### config.mk
export PLATFORM = sky130hd
export DESIGN_NAME = shared_register_arbiter
export DESIGN_NICKNAME = d
export VERILOG_FILES = /design/src/rtl/shared_register_arbiter_pkg.sv /design/src/rtl/shared_register_arbiter_arbiter_round_robin.sv /design/src/rtl/shared_register_arbiter.sv
export SDC_FILE = /design/constraint.sdc
export NUM_CORES = 1
export LEC_CHECK = 0
export ABC_AREA = 0
export BUFFER_PORTS_ARGS = -buffer_cell sky130_fd_sc_hd__buf_2
export CAP_MARGIN = 0
export CORE_ASPECT_RATIO = 1.1
export CORE_MARGIN = 4
export CORE_UTILIZATION = 25
export DETAILED_ROUTE_END_ITERATION = 10
export PLACE_DENSITY = 0.65
export REMOVE_ABC_BUFFERS = 1
export SLEW_MARGIN = 5
export SYNTH_ARGS = -nofsm -noshare
export SYNTH_HDL_FRONTEND = slang
export SYNTH_SLANG_ARGS = --single-unit
### constraint.sdc
create_clock -name clock -period 1.7 [get_ports clock]
set_input_delay 0.085 -clock clock [delete_from_list [all_inputs] [get_ports clock]]
set_output_delay 0.085 -clock clock [all_outputs]
set_load 0.005 [all_outputs]
### src/rtl/shared_register_arbiter_pkg.sv
// Shared helpers for the shared_register_arbiter slice.
// Holds the constant clog2 function used to cross-check the index width
// against the requester count when the design is elaborated.
package shared_register_arbiter_pkg;

  // Number of bits needed to encode 'value' distinct indices (minimum 0).
  function automatic int clog2(input int value);
    int bits;
    bits = 0;
    for (int probe = 1; probe < value; probe = probe * 2) begin
      bits = bits + 1;
    end
    return bits;
  endfunction

endpackage

### src/rtl/shared_register_arbiter_arbiter_round_robin.sv
// Combinational round-robin arbiter.
// Given the request vector and the one-hot previous grant, returns a one-hot
// grant for the first requester strictly after the previous winner, wrapping
// back to index 0. An all-zero last_grant degrades to plain priority from 0.
module arbiter_round_robin
  import shared_register_arbiter_pkg::*;
#(
  parameter int REQ_COUNT = 4
) (
  input  logic [REQ_COUNT-1:0] request,
  input  logic [REQ_COUNT-1:0] last_grant,
  output logic [REQ_COUNT-1:0] grant
);

  logic [REQ_COUNT-1:0]   upper_mask;
  logic [2*REQ_COUNT-1:0] scan_vec;
  logic [2*REQ_COUNT-1:0] scan_hit;
  logic                   found;

  // Mark every position strictly above the previous winner as eligible first.
  always_comb begin
    upper_mask    = '0;
    upper_mask[0] = 1'b0;
    for (int i = 1; i < REQ_COUNT; i++) begin
      upper_mask[i] = upper_mask[i-1] | last_grant[i-1];
    end
  end

  // Lower half holds the masked requests, upper half the full set, so a
  // simple low-to-high priority scan implements the wrap-around.
  assign scan_vec = {request, request & upper_mask};

  // Priority scan: keep only the lowest set bit of the double-width vector.
  always_comb begin
    scan_hit = '0;
    found    = 1'b0;
    for (int i = 0; i < 2*REQ_COUNT; i++) begin
      if (!found && scan_vec[i]) begin
        scan_hit[i] = 1'b1;
        found       = 1'b1;
      end
    end
  end

  // Fold both halves back onto requester positions; at most one bit is set.
  assign grant = scan_hit[REQ_COUNT-1:0] | scan_hit[2*REQ_COUNT-1:REQ_COUNT];

endmodule

### src/rtl/shared_register_arbiter.sv
// Shared output register fed by INPUT_COUNT requesters.
// Round-robin picks one valid requester per cycle whenever the register is
// empty or being drained, captures its word and source index, and presents
// them downstream with a valid/ready handshake at up to one word per cycle.
module shared_register_arbiter
  import shared_register_arbiter_pkg::*;
#(
  parameter int                    INPUT_COUNT = 4,
  parameter int                    WORD_WIDTH  = 32,
  parameter int                    INDEX_WIDTH = 2,
  parameter logic [WORD_WIDTH-1:0] RESET_VALUE = '0
) (
  input  logic                              clock,
  input  logic                              clear_n,
  input  logic [INPUT_COUNT-1:0]            input_valid,
  output logic [INPUT_COUNT-1:0]            input_ready,
  input  logic [INPUT_COUNT*WORD_WIDTH-1:0] input_data,
  output logic                              output_valid,
  input  logic                              output_ready,
  output logic [WORD_WIDTH-1:0]             output_data,
  output logic [INDEX_WIDTH-1:0]            output_index
);

  // Refuse to elaborate with an inconsistent index width or too few requesters.
  generate
    if (INPUT_COUNT < 2 || INDEX_WIDTH != clog2(INPUT_COUNT)) begin : g_param_check
      $error("shared_register_arbiter: INDEX_WIDTH must equal clog2(INPUT_COUNT) and INPUT_COUNT >= 2");
    end
  endgenerate

  // Pointer reset value: last winner is the top requester, so 0 goes first.
  localparam logic [INPUT_COUNT-1:0] LAST_RESET = {1'b1, {(INPUT_COUNT-1){1'b0}}};

  logic                   output_valid_q, output_valid_d;
  logic [WORD_WIDTH-1:0]  output_data_q,  output_data_d;
  logic [INDEX_WIDTH-1:0] output_index_q, output_index_d;
  logic [INPUT_COUNT-1:0] last_q,         last_d;

  logic                   load_enable;
  logic                   handshake;
  logic [INPUT_COUNT-1:0] grant;
  logic [INDEX_WIDTH-1:0] grant_index;
  logic [WORD_WIDTH-1:0]  grant_word;

  arbiter_round_robin #(
    .REQ_COUNT (INPUT_COUNT)
  ) u_arbiter (
    .request    (input_valid),
    .last_grant (last_q),
    .grant      (grant)
  );

  // Register can accept a new word when empty or being emptied this cycle.
  assign load_enable = clear_n & (~output_valid_q | output_ready);
  assign input_ready = grant & {INPUT_COUNT{load_enable}};
  assign handshake   = |input_ready;

  // Encode the one-hot grant to a binary index and select the granted word.
  always_comb begin
    grant_index = '0;
    grant_word  = '0;
    for (int i = 0; i < INPUT_COUNT; i++) begin
      if (grant[i]) begin
        grant_index = grant_index | INDEX_WIDTH'(i);
        grant_word  = grant_word | input_data[i*WORD_WIDTH +: WORD_WIDTH];
      end
    end
  end

  // Next state: load on handshake, otherwise drop valid when drained.
  always_comb begin
    output_valid_d = output_valid_q;
    output_data_d  = output_data_q;
    output_index_d = output_index_q;
    last_d         = last_q;
    if (handshake) begin
      output_valid_d = 1'b1;
      output_data_d  = grant_word;
      output_index_d = grant_index;
      last_d         = grant;
    end else if (output_valid_q && output_ready) begin
      output_valid_d = 1'b0;
    end
  end

  // Output register and round-robin pointer with synchronous active-low clear.
  always_ff @(posedge clock) begin
    if (!clear_n) begin
      output_valid_q <= 1'b0;
      output_data_q  <= RESET_VALUE;
      output_index_q <= '0;
      last_q         <= LAST_RESET;
    end else begin
      output_valid_q <= output_valid_d;
      output_data_q  <= output_data_d;
      output_index_q <= output_index_d;
      last_q         <= last_d;
    end
  end

  assign output_valid = output_valid_q;
  assign output_data  = output_data_q;
  assign output_index = output_index_q;

endmodule
==> results of run 1 <==
## stage by stage
step | TNS, ns | cells | utilization | worst slack [ns] | total power [mW]
floorplan | -6.605 | 243 | - | -0.3103 | 1.342
finish | 0 | 553 | 0.3949 | 0.06213 | 2.386
global route | 0 | 553 | 0.3949 | 0.004688 | 2.529
global placement | 0 | 544 | 0.3760 | 0.1441 | 1.759
detailed placement | 0 | 544 | 0.3760 | 0.05234 | 1.773
CTS | 0 | 552 | 0.3884 | 0.002919 | 2.390
## worst paths after layout
kind                endpoint  slack (ns)  depth (start not counted)
min           output_data[2]        0.05                          3
max           input_ready[1]        0.06                          5
min reg2reg  output_index[0]        0.52                          1
max reg2reg   output_data[1]        0.14                          5
## timing repair
| action | 4_1_cts | 5_1_grt |
|---|---|---|
| buffers inserted | 1 | 0 |
| gates cloned | 0 | 1 |
| endpoints found under the setup margin | 3 | 3 |
| pin swaps | 0 | 1 |
| gates resized for setup | 7 | 8 |
| endpoints found under the hold margin | 0 | 0 |
## layout by cell type, fill, tap and decap left out, types with 3 or more instances in the layout
cell	netlist	routed
a31oi_1	32	32
and2_1	3	3
buf_4	0	14
dfxtp_1	38	35
dfxtp_4	0	3
clkbuf_8	0	5
o21ai_0	64	64
nor2_1	7	6
nand2_1	33	33
nand2b_1	3	3
a221oi_1	32	32
buf_2	14	173
o21ai_1	4	3
## final cells by class
type	count	area share
repair buffers	192	0.3199
well taps	111	0.04182
clock buffers	7	0.02298
multi-input cells	203	0.3806
flip-flops and latches	38	0.2325
inverters	2	0.002261
## registers in the layout, indices dropped and copies added, names as in the netlist
register,count
output_valid,1
output_index,2
last_q,3
output_data,32
## cell families (layout without fill, tap and decap cells)
family / count (synthesis) / count (layout)
buffers and inverters: 32 / 201
AND/OR/NAND/NOR: 54 / 54
AO/OA/AOI/OAI: 149 / 149
flip-flops: 38 / 38
## synthesized netlist by cell type (all sizes together), types with 2 or more instances
cell type | instances | area, um^2
a31oi | 33 | 221.5
a21oi | 2 | 10.01
o221a | 2 | 22.52
a22oi | 2 | 15.01
buf | 18 | 115.1
o21ai | 68 | 340.3
inv | 2 | 7.510
a221oi | 32 | 280.3
nand2b | 3 | 18.77
nor2 | 7 | 26.28
or2 | 2 | 15.02
clkbuf | 12 | 52.55
and2 | 3 | 18.77
nand2 | 33 | 123.9
dfxtp | 38 | 760.7
a211oi | 2 | 15.01
## worst register-to-register path: cells and delay by family (launching register included)
kind | cells | cell delay, ns
simple gates | 1 | 0.06
flops | 1 | 0.39
buf+inv | 1 | 0.22
compound gates | 3 | 0.77
## routing by layer
layer / global-route usage / share of wire / vias up
met3: 0.03441 / 0.073 / 15
met2: 0.2988 / 0.51 / 149
met1: 0.1910 / 0.40 / 1363
met4: 0.05617 / 0.019 / 0
li1: - / - / 1397
met5: 0 / 0 / -
## report_power, final
part	leakage, nW	switching, mW	internal, mW	total, mW
Clock	0.0383	0.316	0.283	0.600
Combinational	1.15	0.386	0.373	0.759
Sequential	0.317	0.0488	0.979	1.03
==> metrics.cfg, run 1 <==
[critical_path]
critPathCaptureType = output port
critical_path.cell_chain = nor2_2 > o311a_1 > buf_6 > and2_1 > buf_2
cp_top_family = flip-flops
cp_data_required_time_ns = 1.62
r2r-start = last_q[1]
cp.arrival_ns = 1.55
crit_path_start = last_q[1]
path_buf_inv = 2
slowest_delay_ns = 0.39
cpMaxStageDelayCell = dfxtp_4
path_class = reg2out
crit_path_start_kind = flop
worstPathMaxFanout = 16

[sta]
worstMarginPinSlew_ns = 0.3478
setup_violations = 0
grt_setup_unrepaired = yes
final.period_utilization = 0.9635
worst_clock_skew_ns = 0.004675
hold_viol = 0
finalHoldWorstSlack_ns = 0.04790
max_freq_mhz = 610.5
slew_violations = 0
relSlewSlack = 0.7681
min_period_ns = 1.638

[synth]
synth-compound-area-share = 0.4524
synthFlopType = dfxtp_1
syn_area_per_cell_um2 = 7.943
synth_area_mm2 = 0.002168
ys_seq_area_frac = 0.3508
yosysWarnings = 0
synthArstFlopShare = 0
synth_cell_types = 35
synth_top_family_by_area = compound AO/OA/AOI/OAI gates
synth_fa_ha_area_frac = 0
ys_seq_elements = 38
synth_edf_count = 0
synth-xor-area-share = 0
synthCells = 273
synthMuxAreaShare = 0
synth_simple_gate_area_frac = 0.1160

[place]
place.port_buffers = 173
gp_congestion = 0.8805
dpl.hpwl_um = 6724
dpl_cell_area_mm2 = 0.003162

[floorplan]
rows = 35
core_area_mm2 = 0.008408
dieArea_mm2 = 0.01023
initial_core_util = 0.2579
die_h_um = 105.7
die_w_um = 96.80
pin_count = 174

[routing]
drc = 0
drtPass1Iterations = 4
routed_wl_um = 9137
num_vias = 2924
via_per_inst = 5.288
drtIter0Drc = 124
drt-wirelength-per-cell_um = 16.52
ant_nets = 0

[cells_and_area]
finalNetCount = 577
nFillCells = 899
n_antenna_cell = 0
multi_input_area_mm2 = 0.001264
regArea_um2 = 772.0
drive_gt1_frac = 0.4796
area_growth_pct = 53.14
post-route-cell-area_mm2 = 0.003321

[pwr]
max-vdd-ir-drop_mv = 0.3028
powerDensity_mw_per_mm2 = 718.5
leakagePower_nw = 1.508

[global_route]
track_usage = 0.1648
grt_pass1_wl_um = 14080
overflow = 0
grt_pass1_vias = 2898
antenna_found_initial = 0
grt_max_degree = 35

[clocking]
hold_buffers = 0
htreeDepth = 2
clkTransAtPathRegs_ns = 0.08
cts_tree = built
clockRootBuffer = clkbuf_8
cts_made_buffers = 5
clk_path_buf_depth = 2
clk_latency_ns = 0.28
cts.sinks = 38

[status]
outcome = finished, final reports clean

[worst_hold_path]
holdCritStartpoint = input_data[66]
hold_path.class = in2reg

[run]
maxCapViolations = 0

Note: power is estimated with default switching activity, not from simulation.
==> run 2, diff against run 1 <==
--- a/config.mk
+++ b/config.mk
@@ -5,14 +5,15 @@
 export SDC_FILE = /design/constraint.sdc
 export NUM_CORES = 1
 export LEC_CHECK = 0
-export ABC_AREA = 0
+export ABC_AREA = 1
 export BUFFER_PORTS_ARGS = -buffer_cell sky130_fd_sc_hd__buf_2
 export CAP_MARGIN = 0
 export CORE_ASPECT_RATIO = 1.1
 export CORE_MARGIN = 4
 export CORE_UTILIZATION = 25
+export CTS_BUF_LIST = sky130_fd_sc_hd__clkbuf_8
 export DETAILED_ROUTE_END_ITERATION = 10
-export PLACE_DENSITY = 0.65
+export PLACE_DENSITY = 0.62
 export REMOVE_ABC_BUFFERS = 1
 export SLEW_MARGIN = 5
 export SYNTH_ARGS = -nofsm -noshare
==> metrics.cfg, run 2 <==
[routing]
drt-wirelength-per-cell_um = 12.67
ant_nets = 0
via_per_inst = 4.362
routed_wl_um = 10320
drtIter0Drc = 130
num_vias = 3555
drtPass1Iterations = 4
drc = 0

[floorplan]
die_h_um = 118.6
core_area_mm2 = 0.01091
pin_count = 174
rows = 40
die_w_um = 108.5
dieArea_mm2 = 0.01287
initial_core_util = 0.2547

[clocking]
clk_latency_ns = 0.29
cts_tree = built
clk_path_buf_depth = 2
htreeDepth = 2
hold_buffers = 0
clockRootBuffer = clkbuf_8
cts.sinks = 38
cts_made_buffers = 5
clkTransAtPathRegs_ns = 0.08

[global_route]
grt_max_degree = 38
overflow = 0
antenna_found_initial = 1
grt_pass1_vias = 3322
grt_pass1_wl_um = 15650
track_usage = 0.1488

[place]
place.port_buffers = 173
dpl_cell_area_mm2 = 0.003879
gp_congestion = 0.7740
dpl.hpwl_um = 7607
place_ws_ns = 0.01333

[cells_and_area]
layout_commonest_cell = buf_2
regArea_um2 = 768.2
multi_input_area_mm2 = 0.001569
nFillCells = 1294
post-route-cell-area_mm2 = 0.004197
final_cell_mix = buf_2 (172), nor2_1 (104), inv_1 (81)
finalNetCount = 801
area_growth_pct = 51.01
drive_gt1_frac = 0.3448
largest_reg_flops = 32
utilization = 0.3846

[synth]
synthCells = 492
ys_seq_elements = 38
syn_area_per_cell_um2 = 5.648
synthArstFlopShare = 0
synth_area_leader_cell = dfxtp_1
synth_common_cells = nor2_1 (104), inv_1 (82), nand2_1 (79)
synth_top_area_frac = 0.2738
synthFlopType = dfxtp_1
synth_edf_count = 0
synth_area_mm2 = 0.002779
synth_most_common_cell = nor2_1
ys_top_cells_by_area = dfxtp_1 (27%), nor2_1 (14%), nand3_1 (12%)
synth_cell_types = 19
ys_seq_area_frac = 0.2738
yosysWarnings = 0

[critical_path]
path_buf_inv = 3
worstPathMaxFanout = 8
cp.arrival_ns = 1.59
critPathCaptureType = output port
cp_top_family = simple AND/OR/NAND/NOR gates
cp_data_required_time_ns = 1.62
critical_path.cell_chain = nor2_4 > a21oi_2 > nor2_2 > nand4_1 > nand2_2 > nand2_4 > buf_12 > clkinv_4 > buf_6
path_class = reg2out
crit_path_start_kind = flop
cpMaxStageDelayCell = dfxtp_4
slowest_delay_ns = 0.37

[sta]
max_freq_mhz = 595.7
min_period_ns = 1.679
relSlewSlack = 0.7293
hold_viol = 0
finalHoldWorstSlack_ns = 0.07193
worstMarginPinSlew_ns = 0.4060
grt_setup_unrepaired = yes
layout_setup_ws_ns = 0.02128
final.period_utilization = 0.9875
worst_clock_skew_ns = 0.008751
setup_violations = 0
slew_violations = 0

[worst_hold_path]
hold_path.class = in2reg

[pwr]
power_mw = 6.468
leakagePower_nw = 2.424
max-vdd-ir-drop_mv = 0.5938
powerDensity_mw_per_mm2 = 1541

[status]
outcome = finished, final reports clean

[run]
maxCapViolations = 0

==> run 2: cell count changes after synthesis, sizes merged, moves of 9 or more <==
cell	change
nor2	+102
inv	+81
nand3	+67
o21ai	-66
nand2	+50
nand4	+38
a21oi	+35
a31oi	-33
a221oi	-32
buf	+9
==> run 2: worst min-delay path, cell delays in order <==
cell     delay, ns
buf_2         0.07
inv_1         0.03
nand2_1       0.06
a21oi_1       0.06
==> run 2: routing by layer <==
layer,global-route usage,part of all wire,up-vias
li1,-,-,1894
met1,0.1736,0.40,1526
met2,0.2701,0.51,131
met3,0.03605,0.082,4
met4,0.03315,0.0086,0
met5,0,0,-
==> run 2: metrics by stage <==
stage	setup TNS (ns)	instances
global placement	0	798
detailed placement	0	798
CTS	0	809
floorplan	-37.62	457
global route	-0.8039	815
finish	0	815
==> run 2: kinds of logic after synthesis <==
logic type      count (synthesis)  share of synthesized area
flops                          38                     0.2738
buf+inv                       118                     0.1778
simple gates                  297                     0.4755
compound gates                 39                    0.07294
==> run 2: worst paths after layout <==
check | start | slack (ns) | to | cells after the start
setup reg to reg | last_q[0] | 0.07 | output_data[20] | 11
setup / recovery | last_q[0] | 0.02 | input_ready[3] | 9
hold reg to reg | output_valid | 0.50 | output_valid | 2
hold / removal | output_ready | 0.07 | output_valid | 4
==> run 2: power by group <==
group | internal [mW] | total [mW] | switching [mW]
Clock | 0.589 | 0.941 | 0.352
Sequential | 1.30 | 1.51 | 0.204
Combinational | 1.74 | 4.02 | 2.28
Total | 3.64 | 6.47 | 2.83
==> run 2: area by class of cell <==
cell class,instances,share of cell area
antenna,1,0.0005963
tap,147,0.04383
inverter,83,0.07543
clock buffer,5,0.01640
timing repair buffer,202,0.2904
sequential,38,0.1831
clock inverter,3,0.01640
multi-input combinational,336,0.3739
==> run 2: what timing repair did <==
item	CTS	global route
gates resized for setup	6	17
cloned	0	2
pin swaps	2	5
setup buffers	3	3
setup endpoints to repair	5	36
==> run 3, diff against run 2 <==
==> constraint.sdc (replaced) <==
create_clock -name clock -period 1.8 [get_ports clock]
set_input_delay 0.09 -clock clock [delete_from_list [all_inputs] [get_ports clock]]
set_output_delay 0.09 -clock clock [all_outputs]
set_load 0.005 [all_outputs]
==> metrics.cfg, run 3 (synthesis results as in run 2) <==
[routing]
routed_wl_um = 11300
drtPass1Iterations = 4
drtIter0Drc = 146
num_vias = 3674
drc = 0
ant_nets = 0
drt-wirelength-per-cell_um = 13.67
via_per_inst = 4.443

[place]
place.port_buffers = 173
dpl.hpwl_um = 7379
dp.cells = 795
gp_congestion = 0.7389

[cells_and_area]
largest_reg_flops = 32
final_cell_mix = buf_2 (171), inv_1 (79), nor2_1 (79)
area_growth_pct = 62.54
drive_gt1_frac = 0.4080
finalNetCount = 813
layout_commonest_cell = buf_2
instances_no_fill = 827

[global_route]
grt_pass1_wl_um = 16120
grt_pass1_vias = 3383
overflow = 0
antenna_found_initial = 1
track_usage = 0.1545
grt_max_degree = 39

[floorplan]
die_w_um = 108.5
die_h_um = 118.6
dieArea_mm2 = 0.01287
initial_core_util = 0.2547
pin_count = 174
rows = 40
core_area_mm2 = 0.01091

[pwr]
switching_share = 0.4459
power_mw = 6.752
clkPwrFrac = 0.107
pwr-share-comb = 0.683
internal_power_mw = 3.741
power_frac_seq = 0.210
leakagePower_nw = 2.519
max-vdd-ir-drop_mv = 0.6242
switchingPower_mw = 3.010
powerDensity_mw_per_mm2 = 1495

[sta]
max_freq_mhz = 563.1
grt_setup_unrepaired = yes
min_period_ns = 1.776
final.period_utilization = 0.9866
slew_violations = 0
hold_viol = 0
setup_violations = 0
worst_clock_skew_ns = 0.004073
worstMarginPinSlew_ns = 0.4122
finalHoldWorstSlack_ns = 0.08614
relSlewSlack = 0.7252

[worst_hold_path]
hold_path.class = in2reg

[critical_path]
crit_path_start_kind = flop
path_common_cell = nor2_2
cp.arrival_ns = 1.99
worstPathMaxFanout = 8
critPathCaptureType = flop
critical_path.cell_chain = nor2_4 > nor2_2 > nor2_2 > nand4_1 > nand2_2 > buf_6 > a21oi_4 > inv_2 > nor2_4 > buf_12 > clkbuf_16 > nor2_2 > nor2_1
cp_data_required_time_ns = 2.02
cpMaxStageDelayCell = dfxtp_4
path_class = reg2reg
path_buf_inv = 4
cp_top_family = simple AND/OR/NAND/NOR gates
slowest_delay_ns = 0.38

[clocking]
clk_latency_ns = 0.28
clk_path_buf_depth = 2
hold_buffers = 0
clockRootBuffer = clkbuf_8
cts_made_buffers = 5
cts_tree = built
clkTransAtPathRegs_ns = 0.08
cts.sinks = 38
htreeDepth = 2

[run]
maxCapViolations = 0

[status]
outcome = finished, final reports clean

-- run 3: cell count changes in the layout (fill, tap and decap cells not counted), sizes merged --
cell,previous run,this run
clkbuf,7,10
bufbuf,0,1
clkinv,2,3
buf,200,208
bufinv,2,1
-- run 3: worst reg2reg max path, stage by stage (launching register included) --
cell,delay (ns)
dfxtp_4,0.38
nor2_4,0.05
nor2_2,0.11
nor2_2,0.06
nand4_1,0.09
nand2_2,0.08
buf_6,0.13
a21oi_4,0.21
inv_2,0.07
nor2_4,0.10
buf_12,0.14
clkbuf_16,0.17
nor2_2,0.04
nor2_1,0.10
-- run 3: layer usage --
layer	share of wire	track usage	up-vias
met2	0.50	0.2801	140
met5	0	0	-
li1	-	-	1928
met3	0.067	0.02021	6
met1	0.42	0.1908	1600
met4	0.010	0.03552	0
-- run 3: final cells by class --
type | instances | area [um^2]
fill | 1200 | 6394
multi-input combinational | 336 | 1694
timing repair buffer | 214 | 1438
sequential | 38 | 768.2
inverter | 83 | 321.6
tap | 147 | 183.9
clock buffer | 5 | 68.82
clock inverter | 3 | 40.04
antenna | 1 | 2.502
-- run 3: power groups by stage --
stage,Combinational (mW),Sequential (mW),Clock [mW]
after floorplan,2.01,1.46,0
after global placement,3.59,1.41,0
after detailed placement,3.58,1.43,0
after CTS,3.72,1.41,0.763
after global routing,5.14,1.48,0.793
final,4.61,1.42,0.723
-- run 3: what timing repair did --
item                                    in CTS  in global routing
pin swaps                                    1                 34
gates cloned                                 1                  6
buffers inserted                             3                 15
endpoints found under the setup margin       1                 40
resized for setup                            0                 70
-- run 3: path summary, 6_finish.rpt --
path / from / endpoint / slack (ns) / depth (start not counted)
setup reg to reg: last_q[0] / output_data[27] / 0.02 / 13
hold / removal: output_ready / output_valid / 0.09 / 4
hold reg to reg: output_valid / output_valid / 0.51 / 2
setup / recovery: last_q[0] / output_data[27] / 0.02 / 13
-- run 3: stage by stage --
stage	setup slack, ns	area [um^2]	utilization	TNS, ns
finish	0.02412	4517	0.4140	0
global route	-0.09105	4517	0.4140	-2.150
CTS	0.01411	4033	0.3696	0
detailed placement	0.1499	3869	0.3546	0
global placement	0.1666	3869	0.3546	0
floorplan	-0.9193	2596	-	-33.63
